===== src/rtl/lfsr_key_pkg.sv =====
// Shared types, constants and the multi-step LFSR advance used by the key source.
package lfsr_key_pkg;

  typedef enum logic {
    WARM = 1'b0,
    RUN  = 1'b1
  } state_t;

  // Widest LFSR the advance function handles; narrower LFSRs are zero-extended.
  localparam int LFSR_MAX_W = 256;

  // x^128 + x^127 + x^126 + x^121 + 1
  localparam logic [127:0] TAP_MASK_128 = (128'd1 << 127) | (128'd1 << 126) |
                                          (128'd1 << 125) | (128'd1 << 120);

  // Apply `steps` single Fibonacci steps to a `width`-bit LFSR:
  // fb = XOR(lfsr & mask); lfsr = {lfsr[width-2:0], fb}.
  function automatic logic [LFSR_MAX_W-1:0] lfsr_adv(
    input logic [LFSR_MAX_W-1:0] lfsr,
    input logic [LFSR_MAX_W-1:0] mask,
    input int                    steps,
    input int                    width
  );
    logic [LFSR_MAX_W-1:0] v;
    logic [LFSR_MAX_W-1:0] wmask;
    logic                  fb;
    wmask = {LFSR_MAX_W{1'b1}} >> (LFSR_MAX_W - width);
    v     = lfsr & wmask;
    for (int i = 0; i < steps; i++) begin
      fb = ^(v & mask & wmask);
      v  = ((v << 1) | {{(LFSR_MAX_W-1){1'b0}}, fb}) & wmask;
    end
    return v;
  endfunction

endpackage


===== src/rtl/lfsr_key_source_core.sv =====
// LFSR register: advances STEP bits every clock, or loads a seed (zero seeds become 1).
module lfsr_core
  import lfsr_key_pkg::*;
#(
  parameter int               KEY_W    = 128,
  parameter int               STEP     = 8,
  parameter logic [KEY_W-1:0] TAP_MASK = KEY_W'(TAP_MASK_128),
  parameter logic [KEY_W-1:0] SEED_DEF = KEY_W'(1)
) (
  input  logic             clk,
  input  logic             reset,
  input  logic             load,
  input  logic [KEY_W-1:0] seed,
  output logic [KEY_W-1:0] lfsr
);

  logic [KEY_W-1:0] next_lfsr;

  // Next LFSR value after STEP single steps.
  always_comb begin
    next_lfsr = KEY_W'(lfsr_adv(LFSR_MAX_W'(lfsr), LFSR_MAX_W'(TAP_MASK), STEP, KEY_W));
  end

  // State register: seed load wins over the free-running advance.
  always_ff @(posedge clk or posedge reset) begin
    if (reset) begin
      lfsr <= SEED_DEF;
    end else if (load) begin
      lfsr <= (seed == '0) ? KEY_W'(1) : seed;
    end else begin
      lfsr <= next_lfsr;
    end
  end

  a_lfsr_nonzero: assert property (@(posedge clk) disable iff (reset) lfsr != '0);

endmodule


===== src/rtl/lfsr_key_source.sv =====
// LFSR key source: warm-up after reset/reseed, then keys over valid/ready.
module lfsr_key_source
  import lfsr_key_pkg::*;
#(
  parameter int               KEY_W    = 128,
  parameter int               STEP     = 8,
  parameter logic [KEY_W-1:0] TAP_MASK = KEY_W'(TAP_MASK_128),
  parameter logic [KEY_W-1:0] SEED_DEF = KEY_W'(1),
  parameter int               WARMUP   = 16
) (
  input  logic             clk,
  input  logic             reset,
  input  logic             seed_valid,
  output logic             seed_ready,
  input  logic [KEY_W-1:0] seed_data,
  output logic             key_valid,
  input  logic             key_ready,
  output logic [KEY_W-1:0] key_data,
  output logic [31:0]      key_count,
  output logic             warming
);

  localparam int               CNT_W    = (WARMUP > 1) ? $clog2(WARMUP) : 1;
  localparam logic [CNT_W-1:0] CNT_INIT = CNT_W'(WARMUP - 1);

  state_t           state;
  logic [CNT_W-1:0] cnt;
  logic [KEY_W-1:0] lfsr;
  logic             seed_acc;

  assign seed_acc = seed_valid && seed_ready;
  assign warming  = (state == WARM);

  lfsr_core #(
    .KEY_W    (KEY_W),
    .STEP     (STEP),
    .TAP_MASK (TAP_MASK),
    .SEED_DEF (SEED_DEF)
  ) u_core (
    .clk   (clk),
    .reset (reset),
    .load  (seed_acc),
    .seed  (seed_data),
    .lfsr  (lfsr)
  );

  // FSM, warm-up counter, key output register, handshake counter and seed_ready.
  always_ff @(posedge clk or posedge reset) begin
    if (reset) begin
      state      <= WARM;
      cnt        <= CNT_INIT;
      key_valid  <= 1'b0;
      key_data   <= '0;
      key_count  <= '0;
      seed_ready <= 1'b0;
    end else begin
      seed_ready <= 1'b1;
      // A handshake on the reseed edge still counts; the reseed then drops key_valid.
      if (key_valid && key_ready) begin
        key_count <= key_count + 32'd1;
      end
      if (seed_acc) begin
        state     <= WARM;
        cnt       <= CNT_INIT;
        key_valid <= 1'b0;
      end else begin
        case (state)
          WARM: begin
            key_valid <= 1'b0;
            if (cnt != '0) begin
              cnt <= cnt - CNT_W'(1);
            end else begin
              state <= RUN;
            end
          end
          RUN: begin
            if (!key_valid || key_ready) begin
              key_data  <= lfsr;
              key_valid <= 1'b1;
            end
          end
          default: state <= WARM;
        endcase
      end
    end
  end

  a_key_stable: assert property (@(posedge clk) disable iff (reset)
    key_valid && !key_ready |=> $stable(key_data));
  a_no_valid_in_warm: assert property (@(posedge clk) disable iff (reset)
    !(state == WARM && key_valid));

endmodule


===== config.mk =====
export PLATFORM = sky130hd
export DESIGN_NAME = lfsr_key_source
export DESIGN_NICKNAME = d
export VERILOG_FILES = /design/src/rtl/lfsr_key_pkg.sv /design/src/rtl/lfsr_key_source_core.sv /design/src/rtl/lfsr_key_source.sv
export SDC_FILE = /design/constraint.sdc
export NUM_CORES = 1
export LEC_CHECK = 0
export BUFFER_PORTS_ARGS = -buffer_cell sky130_fd_sc_hd__buf_2
export CAP_MARGIN = 20
export CELL_PAD_IN_SITES_DETAIL_PLACEMENT = 1
export CELL_PAD_IN_SITES_GLOBAL_PLACEMENT = 2
export CORE_MARGIN = 2
export CORE_UTILIZATION = 36
export DETAILED_ROUTE_END_ITERATION = 8
export PLACE_DENSITY_LB_ADDON = 0.25
export SLEW_MARGIN = 15
export SYNTH_ARGS = -nofsm -noshare
export SYNTH_HDL_FRONTEND = slang
export SYNTH_SLANG_ARGS = --single-unit

===== constraint.sdc =====
create_clock -name clk -period 10.7 [get_ports clk]
set_input_delay 1.07 -clock clk [delete_from_list [all_inputs] [get_ports clk]]
set_output_delay 1.07 -clock clk [all_outputs]
set_load 0.02 [all_outputs]

Yosys cells after proc, flatten, opt, wreduce, memory -nomap -nowiden
Index checks and enable logic that the tools add are counted.

Bits in registers: 295. Bits of input ports: 132. Output and inout bits: 163. Logic and storage cells: 49.

Eq/ne operators: 2. Reductions and logical operators: 17. Bitwise gates (word level): 10. Multiplexer cells: 11. $add $sub $neg: 2.

Operators with widths (number): $reduce_xor 256->1 (8); $or 128x1->128 (8); $mux 128 (2); $logic_not 128->1 (1); $add 32x1->32 const B (1); $mux 4 (3); $mux 1 (5); $reduce_bool 4->1 (1); $sub 4x1->4 const B (1); $ne 3x1->1 const B (1); $reduce_and 3->1 (1); $logic_and 1x1->1 (2); $ne 2x1->1 const B (1); $not 1->1 (2); $pmux 1 s2 (1); $reduce_and 2->1 (1); $reduce_bool 2->1 (1); $logic_not 1->1 (1); $logic_or 1x1->1 (1).

Depth between registers and ports, before layout
Depth after elaboration: 17. Depth in mapped cells: 7. Gate-level depth less buffers: 7.

Hierarchy
A second synthesis with hierarchy kept.

Cells, all modules: 766. Area total of the unflattened synthesis: 11700.0 um^2.

Modules (own cells, without submodules): lfsr_key_source (seq. area each 4184.0 um^2, area an instance 6522.5 um^2, instances 1, cells an instance 426); lfsr_core (seq. area each 3204.3 um^2, area an instance 5177.5 um^2, instances 1, cells an instance 340).

Least setup slack after synthesis
OpenSTA, ideal clock, no wires.

Path kind: input -> register. From: input port seed_valid. To: register u_core.lfsr[1]. Required time: 10.563 ns. Stages: 5. Library setup time: 0.137 ns. Buffers on the path: 3. Arrival time: 2.100 ns. Setup slack: 8.463 ns. Cell sequence: nand2_1 > clkbuf_1 > clkbuf_1 > clkbuf_1 > a21oi_1.

Cells in the longest elaborated chain, start to end: 2.

RTL lines: start, declared (RTL line lfsr_key_source.sv:13) `input logic seed_valid,`; $logic_and 1x1->1 (RTL line lfsr_key_source.sv:31) `assign seed_acc = seed_valid && seed_ready;`; $mux 128 (RTL line lfsr_key_source_core.sv:28) `end else if (load) begin`; end signal, assigned (RTL line lfsr_key_source_core.sv:29) `lfsr <= (seed == '0) ? KEY_W'(1) : seed;`; end signal, assigned (RTL line lfsr_key_source_core.sv:31) `lfsr <= next_lfsr;`; end, declared (RTL line lfsr_key_source_core.sv:14) `output logic [KEY_W-1:0] lfsr`.

Every way passes these cells. A chain may end at the register's enable or synchronous reset.

Worst setup path in the final report
From: input port seed_valid. To: register cnt[2].

Cells in the longest elaborated chain, start to end: 3. Elaborated cells on any way between the ends: 5. Those cells by class: eq/ne (1); mux (1); reduce/logical (3).

RTL lines: $logic_and 1x1->1 * (RTL line lfsr_key_source.sv:31); $ne 2x1->1 (no line) / $reduce_bool 2->1 (equally long branches); $reduce_and 2->1 (no line); end signal, assigned (RTL line lfsr_key_source.sv:71) `cnt <= cnt - CNT_W'(1);`; end, declared (RTL line lfsr_key_source.sv:27) `logic [CNT_W-1:0] cnt;`.

Every way passes the cells marked *; elsewhere a longest branch is shown, timed or not.

==> metrics.txt <==
status=finished clean; Clock Tree Root=clkbuf_16; Slew headroom=0.3387; Max Cap Viol=0; RSZ-0062 raised after global routing=no; Post-Synthesis Cells=764; post-cts repair resize count=0; skew final=0.01285 ns; Initial DRC Count=187; die outline area=33640 um2; final WL=31240 um; Final Cycle Share=0.3082; Seq cells post-synth=295; Fin Setup TNS=0 ns; die width=183.4 um; f_max=0.3032 GHz; Setup violations, final=0; Final Hold Slack=0.4657 ns; cts hold-fix bufs=0; WS Path Type=in2reg; largest cells by area after synthesis=dfrtp_1 (63%), mux2_2 (24%), xnor2_1 (2.6%), nor4_1 (1.9%), xor2_1 (1.4%); PD cells=267.0 nW/um2; crit-path most repeated cell=nand2_1; Fin. Hold Viols=0; design area=14630 um2; Mapped Avg Cell Area=15.17 um2; crit end category=register; DRT antenna net count=0; critical path's slowest cell=buf_4; WP data required=11.08 ns; Reg2Reg Setup Slack=7.67 ns; GRT Util Overall=0.1874; total setup buffers inserted after CTS=0; core area=31640 um2; min Tclk post-route=3.298 ns; Synth warnings=0; grt ovf=0; HPWL Detailed=22450 um; share of cells above drive strength 1=0.5635; Vias/cell=4.916; Inserted Clock Buffers=34; Yosys top cell by area=dfrtp_1; Clk Latency, worst-skew pair=0.50 ns; Final Total Pwr=0.003905 W; Worst Hold End=key_count[31]; Slew @ Worst Pin=0.9919 ns; Vert. Die Dim=183.4 um; via count=7379; Max VDD drop=0.0001105 V; CTS sink count=295; # rows=65; WL/cell=20.81 um; drt drc=0; most frequent cells in the layout=buf_2 (294), dfrtp_1 (290), mux2_2 (249); CP max stage delay=0.87 ns; pin count of the biggest net entering global routing=103; Starting Density=0.3663; pre-CTS setup slack=6.863 ns; hold path cells=1; CP delay by family, top=buffers and inverters; RePlAce Congestion=0.7642; CP Max Fanout=72; Area Growth Syn to Fin=26.22%; Setup WS post-layout=7.402 ns; initial antenna violation count=5; CTS tree=done; Pleak=7.049 nW; IO Port Bufs=294; nets=1204; RR Startpoint=seed_ready; Fillers=3262; R2R Path End=cnt[2]; commonest non-fill, non-tap cell in the layout=buf_2; first-pass GRT wire length=48510 um; CP Launch Type=input pin; dpl cell area=13500 um2; CTS max path bufs=3; IO Count=295; Clock Pin Slew Worst Setup and Hold Paths=0.06 ns; syn_nets=898; HP Start=key_count[31]; Detailed Routing Iterations Pass 1=4; FF-to-FF path depth=6; CTS HTree Levels=2; vias in the first global route=8194; Yosys cell types=31; post-synthesis sequential area ratio=0.6375; Final Max Tran Viols=0; CP Buf/Inv Count=2; worst path cell trace=buf_2 > nand2_4 > buf_4 > o21ai_0 > nand2_1 > xor2_1 > nand2_1; critical path data arrival time=3.68 ns; Cell Area, Synth=11590 um2; worst min path class=reg2reg; area share of the largest cell type after synthesis=0.6261
## through the flow
stage                     utilization  std cells
after CTS                      0.4621       1497
after global routing           0.4622       1498
final                          0.4624       1501
after global placement         0.4266       1436
after detailed placement       0.4266       1436
after floorplan                     -        764
## how the worst max path moves through the flow
stage,startpoint,end,cells after the start
2_1_floorplan,reset,key_count[0],1
3_3_place_gp,seed_valid,cnt[2],7
3_5_place_dp,seed_valid,cnt[2],7
4_1_cts,seed_valid,cnt[2],7
5_1_grt,seed_valid,cnt[2],7
6_report,seed_valid,cnt[2],7
## cells in the mapped netlist
cell type    n
nor3_4       1
or2_2        1
nor3_2       1
xnor2_1     35
xor2_1      18
clkbuf_1     4
buf_2       22
mux2_2     249
nor4_1      35
ha_1         2
nor3b_1      1
and3_1       7
a211oi_1     1
buf_1        4
and4_1       1
nor3_1       4
o21ai_0      2
inv_1        8
nor2_1      12
and2_1       1
nand2_1     16
nand3_1     14
dfstp_2      5
nor4_4       1
nand4_1     15
dfrtp_1    290
a21oi_1     10
nand4_4      1
and4_4       1
conb_1       1
a31oi_1      1
## worst reg2reg max path, stage by stage (launching register included)
cell,delay [ns]
dfrtp_1,0.42
nand2_4,0.67
buf_4,0.91
o21ai_0,0.50
nand2_1,0.19
xor2_1,0.16
nand2_1,0.07
## per-layer routing
metal,track usage,up-vias,share of wire,wire length (um)
li1,-,3345,-,-
met1,0.2485,3784,0.43,13540
met2,0.3058,211,0.48,15000
met3,0.05349,37,0.071,2227
met4,0.04256,2,0.015,460
met5,0,-,0.00022,7
## flip-flops by register name, indices dropped and copies added, names as in the netlist
signal       cells
cnt              4
key_count       32
key_data       128
key_valid        1
seed_ready       1
state            1
u_core.lfsr    128
## power breakdown
group	switching (W)	leakage (nW)	total [W]	internal [W]
logic	0.000611	2.88	0.00107	0.000464
clock network	0.000456	0.539	0.00116	0.000703
registers	0.000201	3.63	0.00167	0.00147
## area by class of cell
class | count | area (um2) | area share
diodes | 4 | 10.01 | 0.0006842
clock buffers | 46 | 957.2 | 0.06543
clock inverters | 15 | 166.4 | 0.01138
inverters | 8 | 37.54 | 0.002566
multi-input cells | 431 | 4050 | 0.2769
flip-flops and latches | 295 | 7388 | 0.5050
well taps | 402 | 503.0 | 0.03438
repair buffers | 300 | 1516 | 0.1037
## logic make-up after synthesis
family	synth area share
buffers and inverters	0.01468
adders and majority gates	0.002159
xor gates and xnor gates	0.04005
other	0.0003236
DFF	0.6375
and+or+nand+nor	0.05700
muxes	0.2419
AOI/OAI and AO/OA	0.006370
No activity file was read; power rests on OpenSTA's default activity.
